### src/rtl/instruction_fetch.sv
// instruction_fetch: program counter and instruction register stage feeding
// a combinational program ROM. Steps the PC, registers the returned word with
// a valid flag, honours stall and branch/jump redirects from execute, and
// keeps a saturating count of delivered instructions for debug.
module instruction_fetch #(
  parameter logic [15:0] RESET_PC = 16'd0
) (
  input  logic        Clock,
  input  logic        Reset,
  input  logic        iEnable,
  input  logic        iStall,
  input  logic        iRedirect,
  input  logic [15:0] iTarget,
  input  logic [27:0] iInstruction,
  output logic [15:0] oAddress,
  output logic [27:0] oInstruction,
  output logic [15:0] oInstrAddress,
  output logic        oValid,
  output logic [15:0] oFetchCount
);

  typedef enum logic {
    IDLE = 1'b0,
    RUN  = 1'b1
  } state_t;

  state_t      state, state_nxt;

  logic [15:0] pc, pc_nxt;
  logic [27:0] ir, ir_nxt;
  logic [15:0] ir_addr, ir_addr_nxt;
  logic        valid, valid_nxt;
  logic [15:0] count, count_nxt;

  // A word is delivered only on a normal fetch edge; stall, redirect and
  // disable all leave the instruction register untouched.
  logic        fetch_fire;
  logic        count_full;

  assign count_full = (count == '1);

  // FSM state register.
  always_ff @(posedge Clock or posedge Reset) begin
    if (Reset) begin
      state <= IDLE;
    end else begin
      state <= state_nxt;
    end
  end

  // Next-state and next-datapath decode; priority redirect > disable > stall > fetch.
  always_comb begin
    state_nxt   = state;
    pc_nxt      = pc;
    ir_nxt      = ir;
    ir_addr_nxt = ir_addr;
    valid_nxt   = valid;
    fetch_fire  = 1'b0;

    case (state)
      IDLE: begin
        valid_nxt = 1'b0;
        if (iRedirect) begin
          // A redirect while parked only retargets the PC; the state holds.
          pc_nxt = iTarget;
        end else if (iEnable) begin
          state_nxt = RUN;
        end
      end

      RUN: begin
        if (iRedirect) begin
          // The word at the old PC is dropped; stall is ignored on this edge.
          pc_nxt    = iTarget;
          valid_nxt = 1'b0;
        end else if (!iEnable) begin
          state_nxt = IDLE;
          valid_nxt = 1'b0;
        end else if (!iStall) begin
          fetch_fire  = 1'b1;
          ir_nxt      = iInstruction;
          ir_addr_nxt = pc;
          valid_nxt   = 1'b1;
          pc_nxt      = pc + 16'd1;
        end
      end

      default: begin
        state_nxt = IDLE;
        valid_nxt = 1'b0;
      end
    endcase
  end

  // Saturating delivered-instruction counter decode.
  always_comb begin
    count_nxt = count;
    if (fetch_fire && !count_full) begin
      count_nxt = count + 16'd1;
    end
  end

  // Datapath registers: PC, instruction register, valid flag and counter.
  always_ff @(posedge Clock or posedge Reset) begin
    if (Reset) begin
      pc      <= RESET_PC;
      ir      <= '0;
      ir_addr <= '0;
      valid   <= 1'b0;
      count   <= '0;
    end else begin
      pc      <= pc_nxt;
      ir      <= ir_nxt;
      ir_addr <= ir_addr_nxt;
      valid   <= valid_nxt;
      count   <= count_nxt;
    end
  end

  assign oAddress      = pc;
  assign oInstruction  = ir;
  assign oInstrAddress = ir_addr;
  assign oValid        = valid;
  assign oFetchCount   = count;

endmodule

### config.mk
export PLATFORM = sky130hd
export DESIGN_NAME = instruction_fetch
export DESIGN_NICKNAME = d
export VERILOG_FILES = /design/src/rtl/instruction_fetch.sv
export SDC_FILE = /design/constraint.sdc
export NUM_CORES = 1
export LEC_CHECK = 0
export BUFFER_PORTS_ARGS = -buffer_cell sky130_fd_sc_hd__clkbuf_2
export CORE_ASPECT_RATIO = 2
export CORE_MARGIN = 2
export CORE_UTILIZATION = 45
export CTS_BUF_LIST = sky130_fd_sc_hd__clkbuf_4 sky130_fd_sc_hd__clkbuf_8 sky130_fd_sc_hd__clkbuf_16
export DETAILED_ROUTE_END_ITERATION = 10
export MAX_ROUTING_LAYER = met4
export PLACE_DENSITY = 0.71
export SKIP_CTS_REPAIR_TIMING = 1
export SLEW_MARGIN = 30
export SYNTH_ARGS = -nofsm -noshare
export SYNTH_HDL_FRONTEND = slang
export SYNTH_SLANG_ARGS = --single-unit
### constraint.sdc
create_clock -name Clock -period 3.06 [get_ports Clock]
set_input_delay 0.612 -clock Clock [delete_from_list [all_inputs] [get_ports Clock]]
set_output_delay 0.612 -clock Clock [all_outputs]
set_load 0.005 [all_outputs]
==> impl_metrics.ini <==
[run_status]
run_status = finished clean

[logic_synthesis]
netlist_area_um2 = 3480
ys_types = 47
ys_ff_latch = 78
synth.avg_cell_area_um2 = 9.19
synthArstFlopShare = 1.00
synthCells = 379
synth_nets = 430
synthFlopType = dfrtp_1
yosysWarnings = 0
ys_seq_area_frac = 0.561
synth_edf_count = 0

[cells_and_area]
finalInstanceArea_um2 = 4500
layout-drive-gt1-share = 0.307
multi_input_comb_area_um2 = 1460
final_util = 0.597
n_antenna_cell = 0
area_growth_pct = 29.2
post_layout_nonfiller_instances = 602
nFillCells = 712
nets = 555
final_cell_mix = nand2_1, clkbuf_2, dfrtp_1, xor2_1, nor2_1
seqCellArea_um2 = 1950
final_common_cell = nand2_1

[floorplanning]
dieHeight_um = 128
num_io_pins = 126
initial_core_util = 0.462
fp.dieArea_um2 = 8500
core_area_um2 = 7540
row_count = 45
die_x_um = 66.2

[sta]
fmax_mhz = 464
maxSlewHeadroom = 0.481
worstMarginPinSlew_ns = 0.772
hold_violations = 0
fin_worst_skew_ns = 0.00461
fin_crit_sh = 0.704
finalSetupViolations = 0
finalMaxSlewViolations = 0
rsz0062_at_grt = no
period_minus_slack_ns = 2.16
setup_tns_ns = 0

[clock_tree]
clock-sinks = 78
htree_levels = 3
cts_buffers = 9
cts_root_buf = clkbuf_16
cts_tree = done
cts_buffer_depth = 2
clk_latency_ns = 0.33
clk_transition_reported_paths_ns = 0.06

[critical_path]
cp.required_ns = 3.28
cp.arrival_ns = 2.37
cp_num_buf_inv = 0
slowest_delay_ns = 0.72
cp_slowest_cell = nor4_2
cpLargestDelayFamily = simple AND/OR/NAND/NOR gates
crit_type = register to register
worst-path-max-fanout = 9
path_cells = ha_1 -> nand4_1 -> nor4_2 -> nor2_1 -> mux2_2
end_kind = register
start_kind = register

[power_and_ir_drop]
ir_drop_mv = 0.359
total_power_mw = 2.97
cellPowerDensity_nw_per_um2 = 661
leakagePower_nw = 2.40

[placement]
dp_cells = 587
portBuffers = 125
hpwlAfterDp_um = 6760
routabilityCongestion = 0.932
dpl_cell_area_um2 = 4220

[global_route]
grt_pass1_wl_um = 14800
grt_max_degree = 79
antenna_found_initial = 0
grt_pass1_vias = 3162
grt.overflow.total = 0
track_usage = 0.236

[drt]
via_count = 3272
routed_via_density = 5.44
drcViolationCount = 0
first_iter_violations = 205
totalWireLength_um = 9330
ant_nets = 0
dr.pass1.iters = 4
routedWlPerCell_um = 15.5

[run]
maxCapViolations = 0

[min_path]
hold_class = primary input to async pin
-- worst register-to-register path, cell delays in order, from the launching register on --
cell and delay [ns]:
dfrtp_1 0.43, ha_1 0.24, nand4_1 0.17, nor4_2 0.72, nor2_1 0.17, mux2_2 0.32
-- cell usage after synthesis (2+ instances only) --
cell type / count / area share
nand2_1: 151 / 0.16
dfrtp_1: 78 / 0.56
xor2_1: 15 / 0.038
clkbuf_1: 14 / 0.015
nor2_1: 11 / 0.012
a21oi_1: 10 / 0.014
nand3_1: 10 / 0.014
o21ai_0: 10 / 0.014
nand4_1: 9 / 0.016
nor3_1: 9 / 0.013
o22ai_1: 6 / 0.011
inv_1: 5 / 0.0054
xnor2_1: 4 / 0.010
a31oi_1: 3 / 0.0054
and4_1: 3 / 0.0075
nor4_1: 3 / 0.0054
and3_1: 2 / 0.0036
ha_1: 2 / 0.0072
mux2_2: 2 / 0.0065
nor3b_1: 2 / 0.0043
o22a_1: 2 / 0.0050
or3_1: 2 / 0.0036
or4_1: 2 / 0.0043
-- per-layer routing --
metal | wire length [um] | up-vias | global-route usage
met5 | 0 | - | -
met4 | 269 | 0 | 0.128
met3 | 421 | 21 | 0.0437
met2 | 5210 | 113 | 0.409
met1 | 3440 | 1604 | 0.246
li1 | - | 1534 | -
-- power by group --
part	total (mW)	internal (mW)	switching, mW
Sequential	1.40	1.23	0.178
Clock	1.00	0.615	0.389
Combinational	0.565	0.271	0.295
Total	2.97	2.11	0.862
-- cell families after synthesis --
| logic type | synth area share |
|---|---|
| xor gates and xnor gates | 0.0478 |
| and+or+nand+nor | 0.278 |
| AOI/OAI and AO/OA | 0.0773 |
| DFF | 0.561 |
| adders and majority gates | 0.00719 |
| muxes | 0.00647 |
| buffers and inverters | 0.0230 |
-- registers in the layout, summed over array words and instances (netlist names), named ones only --
| register | cells |
|---|---|
| oInstrAddress | 16 |
| oValid | 1 |
| oAddress | 16 |
| oFetchCount | 16 |
| oInstruction | 28 |
-- path summary, 6_finish.rpt --
path | start | endpoint | slack (ns) | cells after the start
max | oFetchCount[0] | oFetchCount[1] | 0.90 | 5
min | Reset | oInstruction[17] | 0.34 | 3
max reg2reg | oFetchCount[0] | oFetchCount[1] | 0.90 | 5
min reg2reg | oInstrAddress[9] | oInstrAddress[9] | 0.47 | 2
max in group asynchronous | Reset | oInstruction[19] | 2.39 | 3
min in group Clock | iInstruction[27] | oInstruction[27] | 0.47 | 3
-- metrics by stage --
stage	hold slack, ns	setup WS (ns)
3_3_place_gp	0.459	0.928
5_1_grt	0.388	0.762
3_5_place_dp	0.464	0.829
2_1_floorplan	0.470	0.453
6_report	0.339	0.905
4_1_cts	0.361	0.903
-- layout make-up --
type,instances,share of cell area
repair buffers,130,0.150
clock inverters,1,0.00111
multi-input cells,280,0.323
clock buffers,14,0.0612
well taps,94,0.0261
inverters,5,0.00445
flip-flops and latches,78,0.434
(Power assumes the default switching activity.)
